--- config.mk ---
export PLATFORM = sky130hd
export DESIGN_NAME = qspi_burst_fsm
export DESIGN_NICKNAME = d
export VERILOG_FILES = /design/src/rtl/qspi_burst_fsm.sv
export SDC_FILE = /design/constraint.sdc
export NUM_CORES = 1
export LEC_CHECK = 0
export CORE_MARGIN = 2
export CORE_UTILIZATION = 25
export CTS_BUF_LIST = sky130_fd_sc_hd__clkbuf_8
export CTS_CLUSTER_DIAMETER = 60
export DETAILED_ROUTE_END_ITERATION = 6
export PLACE_DENSITY = 0.55
export SLEW_MARGIN = 0
export SYNTH_ARGS = -nofsm -noshare
export SYNTH_HDL_FRONTEND = slang
export SYNTH_SLANG_ARGS = --single-unit
export TNS_END_PERCENT = 100
--- constraint.sdc ---
create_clock -name clk_i -period 3.1 [get_ports clk_i]
set_input_delay 0.775 -clock clk_i [delete_from_list [all_inputs] [get_ports clk_i]]
set_output_delay 0.775 -clock clk_i [all_outputs]
set_load 0.02 [all_outputs]
--- src/rtl/qspi_burst_fsm.sv ---
// -----------------------------------------------------------------------------
// qspi_burst_fsm
//
// Bridges a QSPI slave PHY to a pipelined Wishbone memory port. The PHY is
// asked for one phase at a time (command byte, address, dummy cycles, data
// words); this block decodes the command, latches the start address, and
// streams words between the PHY and memory. It supports linear reads,
// wrapping reads (window of 2^WRAP_BITS words) and linear writes.
//
// Ports
//   clk_i, reset_ni        : clock, asynchronous active-low reset
//   txnen_o / txnbc_o      : phase request valid / phase bit count
//   txndir_o               : 0 = receive from host, 1 = send to host
//   txndata_o / txndata_i  : data to host / data received from host
//   txndone_i              : one-cycle pulse, requested phase completed
//   txnreset_i             : chip enable deasserted, abort transaction
//   memwb_*                : pipelined Wishbone master, one access in flight
//   busy_o                 : transaction past the command phase
//   err_o                  : sticky bus error, cleared by the next command
//   burst_cnt_o            : words completed in this transaction (saturates)
// -----------------------------------------------------------------------------
module qspi_burst_fsm #(
    parameter int         ADDRBITS   = 24,
    parameter int         DATABITS   = 16,
    parameter int         IOREG_BITS = 32,
    parameter int         WAIT_CYC   = 8,
    parameter int         WRAP_BITS  = 4,
    parameter logic [7:0] CMD_RD     = 8'h0B,
    parameter logic [7:0] CMD_RDW    = 8'h0C,
    parameter logic [7:0] CMD_WR     = 8'h02
) (
    input  logic                  clk_i,
    input  logic                  reset_ni,
    // PHY phase interface
    output logic                  txnen_o,
    output logic [7:0]            txnbc_o,
    output logic                  txndir_o,
    output logic [IOREG_BITS-1:0] txndata_o,
    input  logic [IOREG_BITS-1:0] txndata_i,
    input  logic                  txndone_i,
    input  logic                  txnreset_i,
    // Memory Wishbone (pipelined)
    output logic                  memwb_cyc_o,
    output logic                  memwb_stb_o,
    output logic                  memwb_we_o,
    output logic [ADDRBITS-1:0]   memwb_adr_o,
    output logic [DATABITS-1:0]   memwb_dat_o,
    input  logic                  memwb_ack_i,
    input  logic                  memwb_err_i,
    input  logic                  memwb_stall_i,
    input  logic [DATABITS-1:0]   memwb_dat_i,
    // Status
    output logic                  busy_o,
    output logic                  err_o,
    output logic [15:0]           burst_cnt_o
);

    typedef enum logic [2:0] {
        S_IDLE,
        S_CMD,
        S_ADDR,
        S_WAIT,
        S_RDATA,
        S_WDATA,
        S_IGNORE,
        S_DRAIN
    } state_t;

    // Bits of the address that move inside a wrap window.
    localparam logic [ADDRBITS-1:0] WRAP_MASK = ADDRBITS'((1 << WRAP_BITS) - 1);

    state_t                state_reg;
    logic                  wrap_reg;       // current burst wraps
    logic                  write_reg;      // current burst is a write
    logic [ADDRBITS-1:0]   addr_reg;       // address of the current word
    logic [DATABITS-1:0]   buf_reg;        // one-word read buffer
    logic                  buf_full_reg;
    logic                  cyc_reg;
    logic                  stb_reg;
    logic                  we_reg;
    logic [ADDRBITS-1:0]   adr_reg;
    logic [DATABITS-1:0]   wdat_reg;
    logic                  err_reg;
    logic [15:0]           cnt_reg;

    // Phase request decode, before the txnreset_i override.
    logic                  txnen_int;
    logic [7:0]            txnbc_int;
    logic                  txndir_int;
    logic [IOREG_BITS-1:0] txndata_int;

    logic                  phase_done;
    logic                  wb_resp;
    logic                  wb_accept;
    logic                  wb_outstanding;
    logic [ADDRBITS-1:0]   addr_inc;
    logic [ADDRBITS-1:0]   addr_adv;
    logic [15:0]           cnt_sat;
    logic                  unused_txndata;

    // The PHY data register is wider than what any single phase consumes.
    assign unused_txndata = ^txndata_i;

    always_comb begin
        txnen_int   = 1'b0;
        txnbc_int   = 8'd0;
        txndir_int  = 1'b0;
        txndata_int = '0;
        case (state_reg)
            S_CMD: begin
                txnen_int = 1'b1;
                txnbc_int = 8'd8;
            end
            S_ADDR: begin
                txnen_int = 1'b1;
                txnbc_int = 8'(ADDRBITS);
            end
            S_WAIT: begin
                txnen_int = 1'b1;
                txnbc_int = 8'(WAIT_CYC);
            end
            S_RDATA: begin
                // Only offer a word to the host once memory has delivered it.
                txnen_int   = buf_full_reg;
                txnbc_int   = 8'(DATABITS);
                txndir_int  = 1'b1;
                txndata_int = IOREG_BITS'(buf_reg);
            end
            S_WDATA: begin
                // Accept the next word only after the previous write finished.
                txnen_int = ~cyc_reg;
                txnbc_int = 8'(DATABITS);
            end
            default: begin
                txnen_int = 1'b0;
            end
        endcase
    end

    // Chip-enable release must drop the request in the same cycle.
    assign txnen_o   = txnen_int & ~txnreset_i;
    assign txnbc_o   = txnbc_int;
    assign txndir_o  = txndir_int;
    assign txndata_o = txndata_int;

    // A done pulse counts only against an active request; txnreset_i wins.
    assign phase_done = txndone_i & txnen_int & ~txnreset_i;

    assign wb_resp   = cyc_reg & (memwb_ack_i | memwb_err_i);
    assign wb_accept = stb_reg & ~memwb_stall_i;
    // An access the slave has taken (or takes this cycle) and not yet answered.
    assign wb_outstanding = cyc_reg & (~stb_reg | ~memwb_stall_i) & ~wb_resp;

    assign addr_inc = addr_reg + ADDRBITS'(1);
    assign addr_adv = wrap_reg ? ((addr_reg & ~WRAP_MASK) | (addr_inc & WRAP_MASK))
                               : addr_inc;
    assign cnt_sat  = (cnt_reg == 16'hFFFF) ? cnt_reg : cnt_reg + 16'd1;

    always_ff @(posedge clk_i or negedge reset_ni) begin
        if (!reset_ni) begin
            state_reg    <= S_IDLE;
            wrap_reg     <= 1'b0;
            write_reg    <= 1'b0;
            addr_reg     <= '0;
            buf_reg      <= '0;
            buf_full_reg <= 1'b0;
            cyc_reg      <= 1'b0;
            stb_reg      <= 1'b0;
            we_reg       <= 1'b0;
            adr_reg      <= '0;
            wdat_reg     <= '0;
            err_reg      <= 1'b0;
            cnt_reg      <= 16'd0;
        end else if (txnreset_i) begin
            // Abort: drop any unaccepted strobe and buffered data. An access
            // the slave already owns must still be allowed to complete.
            stb_reg      <= 1'b0;
            buf_full_reg <= 1'b0;
            if (state_reg == S_DRAIN) begin
                if (wb_resp) begin
                    cyc_reg   <= 1'b0;
                    we_reg    <= 1'b0;
                    state_reg <= S_IDLE;
                end
            end else if (wb_outstanding) begin
                state_reg <= S_DRAIN;
            end else begin
                cyc_reg   <= 1'b0;
                we_reg    <= 1'b0;
                state_reg <= S_IDLE;
            end
        end else begin
            // Wishbone handshake bookkeeping.
            if (wb_accept) begin
                stb_reg <= 1'b0;
            end
            if (wb_resp) begin
                cyc_reg <= 1'b0;
                stb_reg <= 1'b0;
                we_reg  <= 1'b0;
            end

            // Completion of a live access. Drained responses are dropped.
            if (wb_resp && state_reg != S_DRAIN) begin
                if (memwb_err_i) begin
                    err_reg <= 1'b1;
                end
                if (we_reg) begin
                    addr_reg <= addr_adv;
                    cnt_reg  <= cnt_sat;
                end else begin
                    buf_reg      <= memwb_err_i ? {DATABITS{1'b1}} : memwb_dat_i;
                    buf_full_reg <= 1'b1;
                end
            end

            case (state_reg)
                S_IDLE: begin
                    state_reg <= S_CMD;
                end
                S_CMD: begin
                    if (phase_done) begin
                        cnt_reg <= 16'd0;
                        err_reg <= 1'b0;
                        if (txndata_i[7:0] == CMD_RD) begin
                            wrap_reg  <= 1'b0;
                            write_reg <= 1'b0;
                            state_reg <= S_ADDR;
                        end else if (txndata_i[7:0] == CMD_RDW) begin
                            wrap_reg  <= 1'b1;
                            write_reg <= 1'b0;
                            state_reg <= S_ADDR;
                        end else if (txndata_i[7:0] == CMD_WR) begin
                            wrap_reg  <= 1'b0;
                            write_reg <= 1'b1;
                            state_reg <= S_ADDR;
                        end else begin
                            state_reg <= S_IGNORE;
                        end
                    end
                end
                S_ADDR: begin
                    if (phase_done) begin
                        addr_reg <= txndata_i[ADDRBITS-1:0];
                        if (write_reg) begin
                            state_reg <= S_WDATA;
                        end else begin
                            // Prefetch the first word while dummy bits run.
                            state_reg <= S_WAIT;
                            cyc_reg   <= 1'b1;
                            stb_reg   <= 1'b1;
                            we_reg    <= 1'b0;
                            adr_reg   <= txndata_i[ADDRBITS-1:0];
                        end
                    end
                end
                S_WAIT: begin
                    if (phase_done) begin
                        state_reg <= S_RDATA;
                    end
                end
                S_RDATA: begin
                    if (phase_done) begin
                        // Word delivered; fetch the following one.
                        buf_full_reg <= 1'b0;
                        addr_reg     <= addr_adv;
                        cnt_reg      <= cnt_sat;
                        cyc_reg      <= 1'b1;
                        stb_reg      <= 1'b1;
                        we_reg       <= 1'b0;
                        adr_reg      <= addr_adv;
                    end
                end
                S_WDATA: begin
                    if (phase_done) begin
                        cyc_reg  <= 1'b1;
                        stb_reg  <= 1'b1;
                        we_reg   <= 1'b1;
                        adr_reg  <= addr_reg;
                        wdat_reg <= txndata_i[DATABITS-1:0];
                    end
                end
                S_IGNORE: begin
                    // Unknown opcode: sit quietly until chip enable drops.
                end
                S_DRAIN: begin
                    if (wb_resp) begin
                        state_reg <= S_IDLE;
                    end
                end
                default: begin
                    state_reg <= S_IDLE;
                end
            endcase
        end
    end

    assign memwb_cyc_o = cyc_reg;
    assign memwb_stb_o = stb_reg;
    assign memwb_we_o  = we_reg;
    assign memwb_adr_o = adr_reg;
    assign memwb_dat_o = wdat_reg;

    assign busy_o      = (state_reg != S_IDLE) && (state_reg != S_CMD);
    assign err_o       = err_reg;
    assign burst_cnt_o = cnt_reg;

endmodule

==> results.yml, run 1 <==
critical_path:
  worstPathMaxFanout: 23
  arrival_ns: 2.19
  ff2ff_setup_slack_ns: 0.54
  crit_path_start: "state_reg[1]$_DFFE_PN0P_"
  worstPathRequired_ns: 2.32
  cp-end-kind: "primary output"
  crit_path_start_kind: "flip-flop"
  worst-setup-path-type: "reg2out"
  r2r_start: "addr_reg[0]$_DFFE_PN0N_"
finish:
  instances_no_fill: 1351
  fill_cells: 2959
  num-nets-final: 1026
  syn_to_final_growth_pct: 28.6
  drive_above_1_share: 0.104
  antenna_cells: 0
clock_tree:
  hold_buffers: 0
  htreeDepth: 3
  clock-sinks: 106
  clk_path_buf_depth: 2
  worstSkewPairLatency_ns: 0.42
  cts_tree: "done"
  postCtsSetupBuffers: 0
  root_buffer: "clkbuf_8"
  clk_pin_slew_ns: 0.11
  numCtsBuffers: 9
global_route:
  grt-ovfl-total: 0
  grt_first_pass_wirelength_mm: 37.7
  grt_max_degree: 43
  antenna_found_initial: 0
  grt_usage: 0.165
  first_global_vias: 6517
synthesis:
  synth_common_cells: "dfrtp_1, nor2_1, nand2_1"
  synth.distinct_cells: 69
  avgSynthCellArea_sq_um: 8.22
  yosys.area.top_type: "dfrtp_1"
  yosys-top-cells-area: "dfrtp_1, nor2_1, o21ai_0"
  ys_ff_latch: 106
  synthCells: 848
  syn_area_sq_um: 6970
  synth_ff_type: "dfrtp_1"
  synth-edff-count: 0
  yosysSeqAreaShare: 0.381
  synth_top_area_share: 0.381
  synthArstFlopShare: 1.00
  ys_warn_count: 0
  synth.most_common_cell: "dfrtp_1"
pwr:
  power.density_nw_per_um2: 727
  total_power_mw: 6.51
  ir_worst_vdd_v: 0.000291
  power_leakage_nw: 3.75
timing:
  max_slew_margin: 0.453
  clock_skew_ns: 0.0249
  tightest_slew_ns: 0.819
  rsz0062_at_grt: "false"
  tns_ns: 0
  final.min_clock_period_ns: 2.96
  setup_violations: 0
  drv_slew: 0
  fin_crit_sh: 0.955
  final_hold_viol_count: 0
  fmax_ghz: 0.338
  worst_slack_ns: 0.139
run:
  maxCapViolCount: 0
die:
  die_w_um: 171
  rows: 61
  initial_core_util: 0.252
  die-area_sq_um: 29200
  pin_count: 158
  die_h_um: 171
  core_sq_um: 27600
drt:
  via_count: 6858
  routedWlPerCell_um: 17.7
  drtIter0Drc: 580
  drt-met1-wl_mm: 11.0
  post_drt_via_cell_ratio: 5.08
  wl_met3_mm: 1.30
  drtAntennaViolNets: 0
  dr_wl_met2_mm: 11.0
  first_pass_iters: 5
  routed_wl_mm: 23.9
  drc_errors: 0
  maxUsedRoutingLayer: "met4"
run_status:
  status: "complete, no violations"
placed_design:
  place_ws_ns: 0.0934
  gp_congestion: 0.882
  portBuffers: 127
  dp_cells: 1336
  hpwl_mm: 17.4
hold_path:
  hold_class: "in2async"
==> logic make-up (layout without fill, tap and decap cells) <==
kind of cell / Yosys count / in the layout / synth area share
buffers and inverters: 106 / 210 / 0.0799
XOR/XNOR: 32 / 32 / 0.0402
flip-flops: 106 / 106 / 0.381
multiplexers: 28 / 28 / 0.0431
AND/OR/NAND/NOR: 322 / 322 / 0.226
AO/OA/AOI/OAI: 251 / 251 / 0.226
adder cells (fa/ha/maj): 2 / 2 / 0.00359
other: 1 / 22 / 0.000538
==> path summary, 6_finish.rpt <==
path / to / depth (start not counted)
setup reg to reg: addr_reg[18]$_DFFE_PN0N_ / 7
min in group clk_i: memwb_adr_o[16]$_DFFE_PN0P_ / 2
max in group asynchronous: burst_cnt_o[2]$_DFFE_PN0N_ / 2
hold reg to reg: memwb_adr_o[16]$_DFFE_PN0P_ / 2
setup / recovery: txndata_o[12] / 6
hold / removal: burst_cnt_o[7]$_DFFE_PN0N_ / 1
==> power by group <==
| group | leakage, nW | internal (mW) | total (mW) | switching [mW] |
|---|---|---|---|---|
| Combinational | 2.31 | 1.43 | 3.27 | 1.84 |
| Clock | 0.0942 | 0.382 | 0.966 | 0.584 |
| Sequential | 1.35 | 1.85 | 2.27 | 0.423 |
==> through the flow <==
stage | hold WS (ns) | util | instance area [sq um]
after floorplan | 0.479 | - | 7050
after global routing | 0.348 | 0.324 | 8960
after CTS | 0.335 | 0.323 | 8920
final | 0.326 | 0.324 | 8960
after detailed placement | 0.470 | 0.316 | 8720
after global placement | 0.465 | 0.316 | 8720
==> critical path: stages (launching register included) <==
cell and delay [ns]:
dfrtp_1 0.45, nor2_4 0.15, nand2_1 0.10, inv_1 0.12, buf_8 0.20, and2_1 0.15
clkdlybuf4s50_1 0.60
==> layer usage <==
layer | vias to the layer above | track usage
met2 | 221 | 0.256
li1 | 3264 | -
met5 | - | 0
met1 | 3333 | 0.235
met4 | 0 | 0.0564
met3 | 40 | 0.0229
==> layout by cell type, fill, tap and decap left out, types with 9 or more instances in the layout <==
master,synthesis,routed
nand3_1,31,31
conb_1,1,22
nand4_1,10,10
and2_1,19,19
o221ai_1,10,10
xnor2_1,20,20
a31oi_1,12,12
inv_1,15,15
clkdlybuf4s50_1,0,112
a21oi_1,69,69
o22ai_1,9,9
nor2_1,102,102
and3_1,15,15
mux2i_1,12,12
xor2_1,12,12
mux2_2,16,16
nand2_1,78,78
o21ai_0,75,75
nor3_1,23,22
dfrtp_1,106,106
clkbuf_8,0,9
buf_4,29,50
dlymetal6s2s_1,0,11
==> area by class of cell <==
class,instances,area [sq um],area share
clock buffer,9,124,0.0138
sequential,106,2650,0.296
inverter,15,56.3,0.00629
clock inverter,6,73.8,0.00824
multi-input combinational,657,3850,0.429
timing repair buffer,180,1730,0.193
tap,378,473,0.0528
==> what timing repair did <==
action,CTS,global route
endpoints found under the setup margin,17,16
resized for setup,3,13
pin swaps,0,0
hold endpoints to repair,0,0
(Power assumes the default switching activity.)
==> inputs of run 2 (changes only) <==
--- a/config.mk
+++ b/config.mk
@@ -5,6 +5,7 @@
 export SDC_FILE = /design/constraint.sdc
 export NUM_CORES = 1
 export LEC_CHECK = 0
+export CORE_ASPECT_RATIO = 1.5
 export CORE_MARGIN = 2
 export CORE_UTILIZATION = 25
 export CTS_BUF_LIST = sky130_fd_sc_hd__clkbuf_8
==> results.yml, run 2 (synthesized netlist as in run 1, its figures left out) <==
run_status:
  status: "complete, no violations"
critical_path:
  slowest_delay_ns: 0.62
  crit_family: "simple AND/OR/NAND/NOR gates"
  worst-setup-path-type: "reg2out"
  crit_path_start_kind: "flip-flop"
  r2r_start: "addr_reg[0]$_DFFE_PN0N_"
  ff2ff_setup_slack_ns: 0.49
  slowest_stage: "clkdlybuf4s50_1"
  worstPathRequired_ns: 2.32
  cp-end-kind: "primary output"
  worstReg2RegEnd: "addr_reg[18]$_DFFE_PN0N_"
  rr_worst_depth: 7
  cp_cell_sequence: "or3b_2 > nand2_1 > clkdlybuf4s50_1"
  worstPathMaxFanout: 6
  arrival_ns: 2.25
  crit_buf_inv: 1
timing:
  setup_violations: 0
  fmax_ghz: 0.330
  clock_skew_ns: 0.0159
  final.min_clock_period_ns: 3.03
  worst_slack_ns: 0.0738
  rsz0062_at_grt: "false"
  fin_crit_sh: 0.976
  drv_slew: 0
  final_hold_viol_count: 0
  max_slew_margin: 0.391
  tns_ns: 0
  tightest_slew_ns: 0.905
finish:
  num-nets-final: 1031
  multiInputGateArea_sq_um: 3850
  fill_cells: 2817
  regArea_sq_um: 2650
  final_cell_mix: "clkdlybuf4s50_1, dfrtp_1, nor2_1"
  fin_area_sq_um: 8990
  drive_above_1_share: 0.111
  utilization: 0.329
  layout_commonest_cell: "clkdlybuf4s50_1"
  syn_to_final_growth_pct: 29.1
  antenna_cells: 0
drt:
  drtAntennaViolNets: 0
  via_count: 6899
  post_drt_via_cell_ratio: 5.23
  routedWlPerCell_um: 18.2
  routed_wl_mm: 24.0
  drtIter0Drc: 532
  first_pass_iters: 4
  drc_errors: 0
placed_design:
  portBuffers: 127
  place_area_sq_um: 8720
  hpwl_mm: 17.7
  gp_congestion: 0.893
  place_ws_ns: 0.130
clock_tree:
  root_buffer: "clkbuf_8"
  numCtsBuffers: 9
  clk_pin_slew_ns: 0.10
  htreeDepth: 3
  clk_path_buf_depth: 2
  clock-sinks: 106
  cts_tree: "done"
  worstSkewPairLatency_ns: 0.41
die:
  rows: 74
  die_w_um: 140
  core_sq_um: 27300
  die_h_um: 208
  die-area_sq_um: 29200
  pin_count: 158
  initial_core_util: 0.255
global_route:
  grt_usage: 0.165
  grt_first_pass_wirelength_mm: 38.2
  antenna_found_initial: 0
  grt-ovfl-total: 0
  first_global_vias: 6781
  grt_max_degree: 69
pwr:
  power.density_nw_per_um2: 742
  power_leakage_nw: 3.62
  ir_worst_vdd_v: 0.000315
  total_power_mw: 6.67
run:
  maxCapViolCount: 0
hold_path:
  hold_class: "in2async"
[run 2: cell count changes in the layout (fill, tap and decap cells not counted), sizes merged, moves of 2 or more]
cell	previous run	this run
buf	55	59
bufinv	1	3
clkdlybuf4s50	112	122
dlymetal6s2s	11	1
inv	18	14
[run 2: how the worst max path moves through the flow]
stage,cells after the start,from,to
final,3,state_reg[2]$_DFFE_PN0P_,txnbc_o[4]
after global routing,3,state_reg[2]$_DFFE_PN0P_,txnbc_o[4]
after CTS,3,state_reg[1]$_DFFE_PN0P_,txnbc_o[4]
after detailed placement,9,txndone_i,memwb_adr_o[21]$_DFFE_PN0P_
after global placement,7,memwb_ack_i,burst_cnt_o[11]$_DFFE_PN0N_
after floorplan,5,txnreset_i,txnen_o
[run 2: what timing repair did]
action / 4_1_cts / 5_1_grt
buffers inserted: 0 / 1
hold buffers: 0 / 0
gates cloned: 1 / 0
resized for setup: 7 / 1
setup endpoints to repair: 18 / 2
[run 2: layout make-up]
cell class | count | area share
Multi-Input combinational cell | 657 | 0.428
Sequential cell | 106 | 0.295
Timing Repair Buffer | 184 | 0.195
Tap cell | 342 | 0.0476
Clock buffer | 10 | 0.0153
Clock inverter | 5 | 0.0114
Inverter | 15 | 0.00668
Timing Repair inverter | 1 | 0.000835
[run 2: routing by layer]
metal  track usage  part of all wire
met1         0.191              0.39
met2         0.293              0.52
met3        0.0230             0.049
met4        0.0825             0.041
met5             0                 0
[run 2: through the flow]
step	instances	hold slack [ns]
6_report	1320	0.168
2_1_floorplan	869	0.479
5_1_grt	1320	0.161
3_5_place_dp	1303	0.470
4_1_cts	1319	0.155
3_3_place_gp	1303	0.463
[run 2: power by group]
group / total [mW] / internal (mW) / switching (mW) / leakage [nW]
sequential: 2.27 / 1.85 / 0.425 / 1.35
combinational: 3.32 / 1.45 / 1.87 / 2.15
clock: 1.07 / 0.553 / 0.521 / 0.118
[run 2: worst reg2reg max path: cells and delay by family (launching register included)]
kind	cells	cell delay, ns
AOI/OAI and AO/OA	2	0.37
and+or+nand+nor	4	1.33
DFF	1	0.50
adders and majority gates	1	0.33
